<file path="src/rtl/uart_pkg.sv">
// Shared definitions for the FIFO-draining UART transmitter: FSM state
// encoding and frame geometry.
package uart_pkg;

   typedef enum logic [1:0] {
      IDLE  = 2'd0,
      START = 2'd1,
      DATA  = 2'd2,
      STOP  = 2'd3
   } uart_state_e;

   localparam int DATA_BITS  = 8;
   localparam int FRAME_BITS = 10;

endpackage

</file>
<file path="src/rtl/fifo_uart_tx_if.sv">
// FIFO read port as seen by the UART transmitter. The FIFO side is master,
// the transmitter is slave.
interface fifo_uart_tx_if;

   // fifo_ready is the non-empty flag and fifo_data the head byte, valid
   // whenever fifo_ready=1; a byte is consumed on every rising clk edge where
   // fifo_rd=1, and fifo_rd is only ever raised while fifo_ready=1.
   logic       fifo_ready;
   logic [7:0] fifo_data;
   logic       fifo_rd;

   modport master (
      output fifo_ready,
      output fifo_data,
      input  fifo_rd
   );

   modport slave (
      input  fifo_ready,
      input  fifo_data,
      output fifo_rd
   );

endinterface

</file>
<file path="src/rtl/uart_baud_cnt.sv">
// Modulo-CLKS_PER_BIT bit-period counter; bit_done marks the last cycle of
// each serial bit.
module uart_baud_cnt #(
   parameter int CLKS_PER_BIT = 16
) (
   input  logic clk,
   input  logic rst,
   input  logic clr,
   output logic bit_done
);

   localparam int                CW   = (CLKS_PER_BIT > 1) ? $clog2(CLKS_PER_BIT) : 1;
   localparam logic [CW-1:0]     LAST = CW'(CLKS_PER_BIT - 1);

   logic [CW-1:0] baud_cnt;

   always_ff @(posedge clk or posedge rst) begin
      if (rst) begin
         baud_cnt <= '0;
      end else if (clr || (baud_cnt == LAST)) begin
         baud_cnt <= '0;
      end else begin
         baud_cnt <= baud_cnt + CW'(1);
      end
   end

   assign bit_done = (baud_cnt == LAST);

endmodule

</file>
<file path="src/rtl/fifo_uart_tx.sv">
// 8N1 UART transmitter that pops bytes from an upstream FIFO and sends them
// LSB-first, chaining frames with no idle gap while the FIFO stays non-empty.
module fifo_uart_tx
   import uart_pkg::*;
#(
   parameter int CLKS_PER_BIT = 16
) (
   input  logic                 clk,
   input  logic                 rst,
   fifo_uart_tx_if.slave        fifo,
   output logic                 tx,
   output logic                 busy,
   output uart_state_e          state_dbg
);

   uart_state_e state;
   logic [7:0]  shift_reg;
   logic [2:0]  bit_cnt;
   logic        bit_done;
   logic        capture;

   // The counter is held at zero while idle so every frame starts on a fresh
   // bit period; in STOP it wraps naturally into the next start bit.
   uart_baud_cnt #(
      .CLKS_PER_BIT(CLKS_PER_BIT)
   ) u_baud (
      .clk      (clk),
      .rst      (rst),
      .clr      (state == IDLE),
      .bit_done (bit_done)
   );

   assign capture      = fifo.fifo_ready && ((state == IDLE) || ((state == STOP) && bit_done));
   assign fifo.fifo_rd = capture && !rst;
   assign busy         = (state != IDLE);
   assign state_dbg    = state;

   always_ff @(posedge clk or posedge rst) begin
      if (rst) begin
         state     <= IDLE;
         tx        <= 1'b1;
         shift_reg <= '0;
         bit_cnt   <= '0;
      end else begin
         case (state)
            IDLE: begin
               if (capture) begin
                  shift_reg <= fifo.fifo_data;
                  bit_cnt   <= '0;
                  tx        <= 1'b0;
                  state     <= START;
               end
            end
            START: begin
               if (bit_done) begin
                  tx    <= shift_reg[0];
                  state <= DATA;
               end
            end
            DATA: begin
               if (bit_done) begin
                  shift_reg <= {1'b0, shift_reg[7:1]};
                  bit_cnt   <= bit_cnt + 3'd1;
                  // tx is registered, so it is loaded with the bit that
                  // becomes shift_reg[0] after this shift.
                  if (bit_cnt == 3'(DATA_BITS - 1)) begin
                     tx    <= 1'b1;
                     state <= STOP;
                  end else begin
                     tx <= shift_reg[1];
                  end
               end
            end
            STOP: begin
               if (bit_done) begin
                  if (capture) begin
                     shift_reg <= fifo.fifo_data;
                     bit_cnt   <= '0;
                     tx        <= 1'b0;
                     state     <= START;
                  end else begin
                     state <= IDLE;
                  end
               end
            end
            default: begin
               tx    <= 1'b1;
               state <= IDLE;
            end
         endcase
      end
   end

endmodule

</file>
<file path="src/flat_wrapper.sv">
// flat-port wrapper written by rule: the top's interface ports become plain ports
module fifo_uart_tx_flat import uart_pkg::*;
#(
   parameter int CLKS_PER_BIT = 16
)
  (clk, rst, tx, busy, state_dbg, fifo_fifo_ready, fifo_fifo_data, fifo_fifo_rd);
  fifo_uart_tx_if fifo_i ();
  input  logic clk;
  input  logic rst;
  output logic tx;
  output logic busy;
  output uart_state_e state_dbg;
  input wire logic [$bits(fifo_i.fifo_ready)-1:0] fifo_fifo_ready;
  input wire logic [$bits(fifo_i.fifo_data)-1:0] fifo_fifo_data;
  output wire logic [$bits(fifo_i.fifo_rd)-1:0] fifo_fifo_rd;
  assign fifo_i.fifo_ready = fifo_fifo_ready;
  assign fifo_i.fifo_data = fifo_fifo_data;
  assign fifo_fifo_rd = fifo_i.fifo_rd;
  fifo_uart_tx #(.CLKS_PER_BIT(CLKS_PER_BIT)) u_core (.clk(clk), .rst(rst), .fifo(fifo_i), .tx(tx), .busy(busy), .state_dbg(state_dbg));
endmodule
</file>
<file path="config.mk">
export PLATFORM = sky130hd
export DESIGN_NAME = fifo_uart_tx_flat
export DESIGN_NICKNAME = d
export VERILOG_FILES = /design/src/rtl/uart_pkg.sv /design/src/rtl/fifo_uart_tx_if.sv /design/src/rtl/uart_baud_cnt.sv /design/src/rtl/fifo_uart_tx.sv /design/src/flat_wrapper.sv
export SDC_FILE = /design/constraint.sdc
export NUM_CORES = 1
export LEC_CHECK = 0
export ABC_CLOCK_PERIOD_IN_PS = 1900
export BUFFER_PORTS_ARGS = -buffer_cell sky130_fd_sc_hd__clkbuf_2
export CORE_UTILIZATION = 49
export DETAILED_ROUTE_END_ITERATION = 8
export GPL_TIMING_DRIVEN = 0
export PLACE_DENSITY = 0.76
export SYNTH_ARGS = -nofsm -noshare
export SYNTH_HDL_FRONTEND = slang
export SYNTH_HIERARCHICAL = 1
export SYNTH_SLANG_ARGS = --single-unit
</file>
<file path="constraint.sdc">
create_clock -name clk -period 1.9 [get_ports clk]
set_input_delay 0.095 -clock clk [delete_from_list [all_inputs] [get_ports clk]]
set_output_delay 0.095 -clock clk [all_outputs]
set_load 0.02 [all_outputs]
</file>
; ---- Yosys cells after proc, flatten, opt, wreduce, memory -nomap -nowiden
; Cells that the tools add are included.
; Widths: inputs -> output; s select.
[classes]
eq_ne = 10
addsub = 2
n_mux = 22
reduce_logical = 12
[op_table]
columns = op, n
row1 = $mux 8, 3
row2 = $pmux 8 s3, 1
row3 = $mux 2, 5
row4 = $ne 2x1->1 const B, 5
row5 = $mux 3, 3
row6 = $pmux 3 s3, 1
row7 = $pmux 2 s4, 1
row8 = $mux 1, 6
row9 = $reduce_and 3->1, 2
row10 = $reduce_and 5->1, 1
row11 = $add 4x1->4 const B, 1
row12 = $eq 2x2->1 const B, 2
row13 = $eq 4x4->1 const B, 1
row14 = $mux 4, 1
row15 = $pmux 1 s4, 1
row16 = $add 3x1->3 const B, 1
row17 = $eq 3x3->1 const B, 1
row18 = $logic_and 1x1->1, 3
row19 = $reduce_bool 3->1, 1
row20 = $eq 2x1->1 const B, 1
row21 = $logic_not 2->1, 1
row22 = $logic_or 1x1->1, 2
row23 = $reduce_bool 2->1, 1
row24 = $logic_not 1->1, 1
[word_totals]
elab_cells = 51
register_bits = 18
in_bits = 11
out_inout_bits = 5

; ---- Logic depth before layout (Yosys ltp)
; Gate-level depths: netlist of the first run.
[logic_depth]
depth_word = 7
depth_mapped = 6
mapped_depth_nobuf = 5

; ---- Modules after synthesis
; Netlist of the first run, hierarchy kept.
[modules_own_cells]
columns = module, cells_each, instances, seq_area_each_um2, area_each_um2
row1 = fifo_uart_tx, 76, 1, 351.6, 874.6
row2 = uart_baud_cnt, 14, 1, 100.1, 175.2

; ---- Worst setup path after synthesis of the first run
; Ideal clock, no wire load.
[synth_path]
kind = register to register
from = reg u_core.state[0] (netlist: u_core/state_dbg[0])
to = reg u_core.shift_reg[0]
synth_period_minus_slack_ps = 1902
setup_ps = 125
path_stages_with_launch = 7
required_ps = 1775
n_path_buf = 1
path_slack_ps = -2
arrival_ps = 1778
path_cell_list = dfrtp_1 > inv_1 > ha_1 > nand4bb_1 > o22ai_2 > buf_6 > mux2_2
[synth_between]
elab_chain_cells = 7
word_cells_on_any_way = 13
classes_between = eq/ne (4) / mux (3) / reduce/logical (6)
[synth_rtl]
columns = item, line
row1 = from (decl), fifo_uart_tx.sv:16  ; uart_state_e state;
row2 = from (signal assigned), fifo_uart_tx.sv:40  ; state <= IDLE;
row3 = from (signal assigned), fifo_uart_tx.sv:51  ; state <= START;
row4 = from (signal assigned), fifo_uart_tx.sv:57  ; state <= DATA;
row5 = $eq 2x2->1, "fifo_uart_tx.sv:33, fifo_uart_tx.sv:45"
row6 = $logic_and 1x1->1, fifo_uart_tx.sv:33  ; assign capture = fifo.fifo_ready && ((state == IDLE) || ((state == STOP) && bit_done));
row7 = $logic_or 1x1->1, fifo_uart_tx.sv:33
row8 = $logic_and 1x1->1, fifo_uart_tx.sv:33
row9 = $mux 8 (2 in series), n/a
row10 = $pmux 8 s3, fifo_uart_tx.sv:45  ; case (state)
row11 = to (signal assigned), fifo_uart_tx.sv:48  ; shift_reg <= fifo.fifo_data;
row12 = to (signal assigned), fifo_uart_tx.sv:62  ; shift_reg <= {1'b0, shift_reg[7:1]};
row13 = to (signal assigned), fifo_uart_tx.sv:77  ; shift_reg <= fifo.fifo_data;
row14 = to (decl), fifo_uart_tx.sv:17  ; logic [7:0] shift_reg;
; Parallel ways exist; a longest one is shown, timed or not. The select of a mux whose other input is x is not followed.
; A chain may end at the register's enable or synchronous reset.

; ---- Final worst setup path of the first run
[layout_path]
from = reg u_core.state[0] (netlist: u_core/state_dbg[0])
to = reg u_core.shift_reg[2]
; Same word-level chain as after synthesis.

==> results of run 1 <==
## worst register-to-register path, delay by kind of cell (launching register included)
family,cells,cell delay (ns)
buf+inv,2,0.34
compound gates,1,0.25
flops,1,0.44
mux,1,0.34
fa+ha+maj,1,0.22
simple gates,1,0.17
## path summary, 6_finish.rpt
| path | slack, ns | cells after the start | endpoint | start |
|---|---|---|---|---|
| worst max-delay path | 0.05 | 6 | u_core/shift_reg[2] | u_core/state_dbg[0] |
| worst min-delay path | 0.15 | 3 | u_core/shift_reg[6] | fifo_fifo_data[6] |
| worst max register to register | 0.05 | 6 | u_core/shift_reg[2] | u_core/state_dbg[0] |
| worst min register to register | 0.51 | 1 | u_core/u_baud/baud_cnt[0] | u_core/u_baud/baud_cnt[0] |
| max in group asynchronous | 1.10 | 3 | u_core/state_dbg[0] | rst |
| min in group asynchronous | 0.24 | 3 | u_core/u_baud/baud_cnt[2] | rst |
## cell families after synthesis
| group | synth area share |
|---|---|
| flops | 0.4303 |
| compound gates | 0.1228 |
| mux | 0.1824 |
| simple gates | 0.1013 |
| buf+inv | 0.04767 |
| fa+ha+maj | 0.1073 |
| xor+xnor | 0.008345 |
## layout by cell type, fill, tap and decap left out, types with 2 or more instances in the layout
cell type,netlist,routed
o2bb2ai_1,2,2
nor3b_1,2,2
inv_1,9,8
mux2_2,17,17
buf_4,0,2
a21oi_1,2,2
ha_2,0,2
clkbuf_2,0,15
dfrtp_1,17,16
ha_1,9,6
o211ai_1,2,2
clkbuf_4,0,4
nor2_1,2,2
nor3_1,3,3
nand2b_1,3,3
nand2_1,2,2
## report_power, final
part | internal [mW] | switching (mW)
Sequential | 0.403 | 0.0112
Clock | 0.0816 | 0.116
Combinational | 0.0788 | 0.0742
## cells in the mapped netlist, drive strengths merged (2+ instances only)
cell type  instances  share of area
inv                9          0.032
nand2              2         0.0072
o22ai              2          0.018
nor3               3          0.014
mux2              17           0.18
buf                2          0.015
o211ai             2          0.014
nor2               2         0.0072
dfrtp             17           0.41
o2bb2ai            2          0.017
nand2b             3          0.018
ha                 9           0.11
nor3b              2          0.014
a21oi              2         0.0095
## per-layer routing
metal,track usage,vias to the layer above
li1,-,371
met1,0.2098,354
met2,0.3307,16
met3,0.03333,4
met4,0.1167,0
met5,0,-
## per-stage QoR
stage          instance area [um^2]  instances  power, mW
2_1_floorplan                  1051         90     0.5224
3_3_place_gp                   1160        132     0.5549
5_1_grt                        1231        139     0.8088
6_report                       1231        139     0.7644
3_5_place_dp                   1160        132     0.5619
4_1_cts                        1219        138     0.7725
## area by class of cell
class / instances / area (um^2) / area share
multi-input cells: 61 / 565.5 / 0.4593
flip-flops and latches: 18 / 452.9 / 0.3679
repair buffers: 18 / 100.1 / 0.08130
inverters: 9 / 33.78 / 0.02744
well taps: 27 / 33.78 / 0.02744
clock buffers: 4 / 26.28 / 0.02134
plain buffers: 2 / 18.77 / 0.01524
## what timing repair did
| action | in CTS | in global routing |
|---|---|---|
| setup endpoints to repair | 7 | 8 |
| setup buffers | 1 | 1 |
| hold endpoints to repair | 17 | 0 |
| hold buffers | 1 | 0 |
| resized for setup | 3 | 3 |
| pin swaps | 1 | 0 |
==> results.py, run 1 <==
metrics = {
    "timing": {
        "final-hold-violation-count": 0,
        "finClkSkew_ns": 0.005101,
        "worstMarginPinSlew_ns": 0.5499,
        "post-route-worst-setup-slack_ns": 0.05070,
        "min_period_ns": 1.849,
        "finalSetupViolCount": 0,
        "maxSlewViolCount": 0,
        "timing.fmax_mhz": 540.7,
        "finalCritPeriodShare": 0.9733,
        "slew_headroom": 0.6330,
        "holdWs_ns": 0.1539,
        "fin_tns_setup_ns": 0,
    },
    "clocking": {
        "clkTransAtPathRegs_ns": 0.10,
        "clock_path_buffers": 2,
        "tritoncts": "done",
        "htree_num_levels": 1,
        "cts.sinks": 18,
        "cts_buffers": 3,
        "root_buffer": "clkbuf_4",
        "insertion_delay_ns": 0.29,
    },
    "setup_path": {
        "arrival_ns": 2.04,
        "critPathKind": "reg2reg",
        "critPathCaptureType": "register",
        "required_ns": 2.09,
        "worst_setup_path_start_kind": "register",
        "path_buf_inv": 2,
        "critPathMaxStageDelay_ns": 0.44,
        "cp_cell_sequence": "inv_1 > ha_4 > nand4bb_1 > o22ai_2 > buf_6 > mux2_2",
        "crit_family": "flip-flops",
        "critPathMaxFanout": 10,
        "cpMaxStageDelayCell": "dfrtp_2",
    },
    "power_and_ir_drop": {
        "ir_worst_vdd_v": 0.0004360,
        "leakagePower_nw": 0.5673,
        "power_density_nw_per_um2": 620.9,
    },
    "drt": {
        "vias_per_cell": 5.360,
        "drc": 0,
        "routed-wl-met3_um": 49,
        "dr.first_iter.drc_count": 11,
        "dr_wl_met2_mm": 1.059,
        "wl_per_cell_um": 14.06,
        "vias": 745,
        "dr.max_layer_used": "met4",
        "wl_met1_um": 815,
        "final_antenna_net_count": 0,
        "firstDrtPassIters": 4,
        "drt_wl_total_mm": 1.955,
    },
    "die": {
        "die_h_um": 48.29,
        "dieArea_um2": 2331,
        "rows": 16,
        "start_util": 0.5297,
        "num_io_pins": 16,
        "core_area_um2": 1982,
        "die_w_um": 48.29,
    },
    "global_routing": {
        "grt_pass1_wl_mm": 2.856,
        "grt.total_usage": 0.1886,
        "antenna_found_initial": 0,
        "grt_overflow_total": 0,
        "grt_pass1_vias": 688,
        "grt_max_degree": 15,
    },
    "hold_path": {
        "hold_class": "in2reg",
    },
    "outcome": {
        "status": "completed",
    },
    "layout": {
        "num_antenna_cells": 0,
        "fin_nets": 133,
        "largest_reg_flops": 8,
        "fillers": 166,
        "area_delta_synth_final_pct": 17.28,
        "final_util": 0.6212,
        "drive_gt1_frac": 0.4286,
    },
    "logic_synthesis": {
        "synth_seq_cells": 18,
        "avgSynthCellArea_um2": 11.66,
        "synth_edf_count": 0,
        "synthCells": 90,
        "syn-num-nets": 110,
        "syn_area_um2": 1050,
        "synthArstFlopShare": 1.000,
        "ys_seq_area_frac": 0.4303,
        "ys_warn_count": 6,
        "synth_flop_cell": "dfrtp_1",
        "synthDistinctLibCells": 32,
    },
    "placement": {
        "gp_congestion": 0.7001,
        "dp_hpwl_mm": 1.394,
        "pre_cts_ws_ns": -0.08784,
        "io_buffers": 15,
    },
    "job": {
        "maxCapViolations": 0,
    },
}
No activity file was read; power rests on OpenSTA's default activity.
==> inputs of run 2 (changes only) <==
- BUFFER_PORTS_ARGS: -buffer_cell sky130_fd_sc_hd__clkbuf_2 -> -buffer_cell sky130_fd_sc_hd__buf_4
- PLACE_DENSITY: 0.76 -> 0.84
- SKIP_LAST_GASP: not set -> 1
==> run 2 against run 1 <==
Clock-buffer cell count stayed put. Largest power group unchanged. Cell area is 2.9% higher. Highest routed layer unchanged. Register-to-register slack better by 0.04 ns.
==> results.py, run 2 (synthesis results as in run 1) <==
metrics = {
    "global_routing": {
        "grt.total_usage": 0.1964,
        "antenna_found_initial": 0,
        "grt_overflow_total": 0,
        "grt_pass1_wl_mm": 3.084,
        "grt_pass1_vias": 717,
        "grt_max_degree": 15,
    },
    "power_and_ir_drop": {
        "power.switching_uw": 197.8,
        "power_density_nw_per_um2": 608.3,
        "p_int_uw": 573.2,
        "leakagePower_nw": 0.5756,
        "p_clk_frac": 0.253,
        "seq_power_share": 0.538,
        "ir_worst_vdd_v": 0.0005107,
        "p_comb_frac": 0.209,
        "swShare": 0.2566,
        "finalPower_uw": 770.9,
    },
    "die": {
        "die_h_um": 48.29,
        "start_util": 0.5297,
        "num_io_pins": 16,
        "dieArea_um2": 2331,
        "die_w_um": 48.29,
        "rows": 16,
        "core_area_um2": 1982,
    },
    "timing": {
        "holdWs_ns": 0.1555,
        "rsz0062_at_grt": "no",
        "min_period_ns": 1.807,
        "finalCritPeriodShare": 0.9513,
        "maxSlewViolCount": 0,
        "final-hold-violation-count": 0,
        "worstMarginPinSlew_ns": 0.5208,
        "finalSetupViolCount": 0,
        "slew_headroom": 0.6524,
        "timing.fmax_mhz": 553.3,
        "finClkSkew_ns": 0.007480,
    },
    "layout": {
        "drive_gt1_frac": 0.4464,
        "fillers": 139,
        "fin_nets": 133,
        "area_delta_synth_final_pct": 20.74,
        "final_cell_mix": "17 x buf_4, 17 x mux2_2, 15 x dfrtp_1",
        "largest_reg_flops": 8,
        "num_antenna_cells": 0,
        "design_area_um2": 1267,
    },
    "placement": {
        "io_buffers": 15,
        "place_area_um2": 1197,
        "gp_congestion": 0.7131,
        "dp_hpwl_mm": 1.381,
    },
    "drt": {
        "vias_per_cell": 5.453,
        "dr.first_iter.drc_count": 20,
        "wl_per_cell_um": 13.60,
        "drc": 0,
        "vias": 758,
        "drt_wl_total_mm": 1.891,
        "final_antenna_net_count": 0,
        "firstDrtPassIters": 4,
    },
    "clocking": {
        "cts_buffers": 3,
        "clkTransAtPathRegs_ns": 0.10,
        "tritoncts": "done",
        "clock_path_buffers": 2,
        "root_buffer": "clkbuf_4",
        "cts.sinks": 18,
        "insertion_delay_ns": 0.30,
        "htree_num_levels": 1,
    },
    "hold_path": {
        "hold_class": "in2reg",
    },
    "setup_path": {
        "critPathCaptureType": "register",
        "arrival_ns": 1.99,
        "worst_setup_path_start_kind": "register",
        "required_ns": 2.08,
        "critPathMaxFanout": 10,
        "critPathKind": "reg2reg",
    },
    "outcome": {
        "status": "completed",
    },
    "job": {
        "maxCapViolations": 0,
    },
}
==> run 2: cell types whose count changed in the layout (fill, tap and decap cells not counted) <==
cell      before  now
inv_1          8    7
buf_4          2   17
dfrtp_1       16   15
clkbuf_2      15    0
inv_2          1    2
buf_2          0    1
clkbuf_4       4    3
dfrtp_2        1    2
==> run 2: per-layer routing <==
layer  global-route usage  part of all wire  vias up
met5                    0                 0        -
met1               0.2388              0.43      364
met3              0.06667             0.047        5
met4              0.05000             0.011        0
met2               0.3333              0.51       18
li1                     -                 -      371
==> run 2: power by group through the flow <==
stage | clock network, mW | registers (mW) | logic [mW]
global route | 0.218 | 0.418 | 0.178
detailed placement | 0 | 0.423 | 0.148
finish | 0.195 | 0.415 | 0.161
floorplan | 0 | 0.425 | 0.0975
global placement | 0 | 0.421 | 0.143
CTS | 0.201 | 0.414 | 0.161
==> run 2: through the flow <==
| stage | cells | utilization | setup WS (ns) | setup TNS, ns |
|---|---|---|---|---|
| floorplan | 90 | - | 0.05036 | 0 |
| global placement | 132 | 0.6042 | -0.03468 | -0.2344 |
| detailed placement | 132 | 0.6042 | -0.1160 | -0.7844 |
| CTS | 139 | 0.6376 | 0.02954 | 0 |
| global route | 139 | 0.6395 | 0.02170 | 0 |
| finish | 139 | 0.6395 | 0.09251 | 0 |
==> run 2: worst paths after layout <==
check | from | to | slack, ns | cells past startpoint
max | u_core/state_dbg[0] | u_core/shift_reg[6] | 0.09 | 6
min | fifo_fifo_data[0] | u_core/shift_reg[0] | 0.16 | 3
max reg2reg | u_core/state_dbg[0] | u_core/shift_reg[6] | 0.09 | 6
min reg2reg | u_core/u_baud/baud_cnt[0] | u_core/u_baud/baud_cnt[0] | 0.51 | 1
max in group asynchronous | rst | u_core/state_dbg[1] | 1.12 | 3
min in group asynchronous | rst | u_core/u_baud/baud_cnt[0] | 0.24 | 3
==> run 2: timing repair <==
action,in CTS,in global routing
setup buffers,2,0
gates resized for setup,3,4
setup endpoints to repair,7,8
hold buffers,1,0
hold endpoints to repair,17,0
pin swaps,1,1
gates cloned,0,0
==> run 2: final cells by class <==
cell class              count  area, um^2  share of cell area
multi-input cells          61       565.5              0.4462
flip-flops and latches     18       454.2              0.3583
repair buffers             18       137.6              0.1086
inverters                   9       33.78             0.02665
well taps                  27       33.78             0.02665
clock buffers               4       26.28             0.02073
plain buffers               2       16.27             0.01283
==> run 2: critical path, cell delays in order (launching register included) <==
cell,delay [ns]
dfrtp_2,0.45
buf_4,0.15
ha_1,0.25
nand2b_1,0.17
o22ai_2,0.14
buf_6,0.18
mux2_2,0.34
==> inputs of run 3 (changes only) <==
--- a/config.mk
+++ b/config.mk
@@ -16,3 +16,2 @@
 export SYNTH_HDL_FRONTEND = slang
-export SYNTH_HIERARCHICAL = 1
 export SYNTH_SLANG_ARGS = --single-unit
==> constraint.sdc (replaced) <==
create_clock -name clk -period 1.9 [get_ports clk]
set_input_delay 0.19 -clock clk [delete_from_list [all_inputs] [get_ports clk]]
set_output_delay 0.19 -clock clk [all_outputs]
set_load 0.02 [all_outputs]
==> run 3 against run 2 <==
Cell area rose by 3.1%. First-iteration DRC count fell by 60%. Global-route usage fell by 0.53 points. Clock-buffer cell count did not move. Clock skew fell by 0.0047 ns. Synthesized cell count rose by 8.9%. Via count rose by 8.8%. Power fell by 17%. Area after synthesis rose by 0.95%. Largest cell class unchanged.
==> results.py, run 3 <==
metrics = {
    "outcome": {
        "status": "completed",
    },
    "hold_path": {
        "hold_class": "in2async",
    },
    "power_and_ir_drop": {
        "finalPower_uw": 641.0,
        "ir_worst_vdd_v": 0.0003228,
        "leakagePower_nw": 0.6138,
        "power_density_nw_per_um2": 490.8,
    },
    "logic_synthesis": {
        "ys_warn_count": 0,
        "synthDistinctLibCells": 36,
        "netlist_top_cells_area": "dfrtp_1 40%, ha_1 11%, nand2b_1 4.7%",
        "avgSynthCellArea_um2": 10.81,
        "synth.most_common_cell": "dfrtp_1",
        "ys_seq_area_frac": 0.4262,
        "synth_edf_count": 0,
        "synthCells": 98,
        "synth_seq_cells": 18,
        "syn-num-nets": 118,
        "synthArstFlopShare": 1.000,
        "synth_top_cell_area_share": 0.4014,
        "synth_flop_cell": "dfrtp_1",
        "synth.largest_area_cell": "dfrtp_1",
        "syn_area_um2": 1060,
        "synth_commonest_cells": "17 x dfrtp_1, 9 x ha_1, 8 x nand2b_1",
    },
    "setup_path": {
        "critPathKind": "reg2out",
        "required_ns": 1.71,
        "crit_family": "flip-flops",
        "critPathCaptureType": "output pin",
        "worst_setup_path_start_kind": "register",
        "critPathMaxStageDelay_ns": 0.38,
        "critPathMaxFanout": 9,
        "cpMaxStageDelayCell": "dfrtp_1",
        "path_buf_inv": 2,
        "arrival_ns": 1.65,
        "cp_cell_sequence": "buf_4 > ha_2 > a41o_1 > nand2_4 > nor2_2 > buf_4",
        "cpMostUsedCell": "buf_4",
    },
    "placement": {
        "dp_hpwl_mm": 1.487,
        "pre_cts_ws_ns": 0.1263,
        "io_buffers": 15,
        "gp_congestion": 0.7956,
    },
    "layout": {
        "largest_reg_flops": 8,
        "num_antenna_cells": 0,
        "drive_gt1_frac": 0.3471,
        "fin_nets": 142,
        "layout_commonest_cell": "buf_4",
        "final_cell_mix": "19 x buf_4, 17 x dfrtp_1, 8 x nand2b_1",
        "area_delta_synth_final_pct": 23.26,
    },
    "clocking": {
        "cts.sinks": 18,
        "insertion_delay_ns": 0.29,
        "clock_path_buffers": 2,
        "clkTransAtPathRegs_ns": 0.10,
        "htree_num_levels": 1,
        "cts_buffers": 3,
        "root_buffer": "clkbuf_4",
        "tritoncts": "done",
        "hold_buffers": 0,
    },
    "global_routing": {
        "grt_pass1_wl_mm": 3.491,
        "grt_max_degree": 19,
        "grt.total_usage": 0.1911,
        "antenna_found_initial": 0,
        "grt_pass1_vias": 860,
        "grt_overflow_total": 0,
    },
    "timing": {
        "post-route-worst-setup-slack_ns": 0.06289,
        "slew_headroom": 0.5463,
        "finalCritPeriodShare": 0.9669,
        "timing.fmax_mhz": 544.3,
        "final-hold-violation-count": 0,
        "worstMarginPinSlew_ns": 0.6799,
        "finClkSkew_ns": 0.002802,
        "min_period_ns": 1.837,
        "maxSlewViolCount": 0,
        "finalSetupViolCount": 0,
    },
    "drt": {
        "vias_per_cell": 5.574,
        "firstDrtPassIters": 4,
        "dr.first_iter.drc_count": 8,
        "vias": 825,
        "drc": 0,
        "wl_per_cell_um": 13.76,
        "final_antenna_net_count": 0,
        "drt_wl_total_mm": 2.036,
    },
    "job": {
        "maxCapViolations": 0,
    },
    "die": {
        "num_io_pins": 16,
        "start_util": 0.5294,
        "die_h_um": 48.51,
        "rows": 16,
        "dieArea_um2": 2353,
        "die_w_um": 48.51,
        "core_area_um2": 2002,
    },
}
==> run 3: final cells by class <==
cell class	instances	area, um^2
plain buffers	3	21.27
clock buffers	4	36.28
fillers	164	695.7
inverters	5	18.77
multi-input cells	72	601.8
flip-flops and latches	18	451.7
well taps	27	33.78
repair buffers	19	142.6
==> run 3: repair_timing <==
action,4_1_cts,5_1_grt
buffers inserted,4,0
resized for setup,1,8
endpoints found under the setup margin,1,4
pin swaps,0,1
==> run 3: path summary, 6_finish.rpt <==
| kind | start | endpoint | slack [ns] | cells after the start |
|---|---|---|---|---|
| max | u_core.state_dbg[0] | fifo_fifo_rd | 0.06 | 6 |
| min | rst | u_core.shift_reg[4] | 0.02 | 2 |
| max reg2reg | u_core.state_dbg[1] | u_core.bit_cnt[0] | 0.09 | 7 |
| min reg2reg | u_core.tx | u_core.tx | 0.47 | 2 |
| max in group asynchronous | rst | u_core.bit_cnt[1] | 1.45 | 2 |
| min in group clk | fifo_fifo_data[7] | u_core.shift_reg[7] | 0.19 | 3 |
==> run 3: metrics by stage <==
step           hold WS (ns)  setup TNS (ns)  std cells    util  cell area [um^2]
3_3_place_gp         0.3416               0        140  0.6025              1206
3_5_place_dp         0.3561               0        140  0.6025              1206
2_1_floorplan        0.1278               0         98       -              1060
5_1_grt             0.07184        -0.03630        148  0.6525              1306
4_1_cts             0.03523               0        148  0.6369              1275
6_report            0.01643               0        148  0.6525              1306
==> run 3: layer usage <==
layer,wire [um],share of wire,vias to the layer above,GRT usage
met5,0,0,-,0
met4,21,0.010,0,0.08824
met3,62,0.030,2,0.03145
met2,1024,0.50,17,0.3099
met1,928,0.46,396,0.2505
li1,-,-,410,-
==> run 3: cell families after synthesis <==
family,count (synthesis),synth area share
AOI/OAI and AO/OA,29,0.2255
buffers and inverters,8,0.03778
adders and majority gates,9,0.1063
and+or+nand+nor,31,0.1747
DFF,18,0.4262
muxes,2,0.02125
xor gates and xnor gates,1,0.008266
==> run 3: power by group <==
part           leakage [nW]  switching, mW  internal, mW
clock                0.0210          0.115         0.117
combinational         0.370         0.0124        0.0138
sequential            0.223              0         0.383
total                 0.614          0.128         0.513
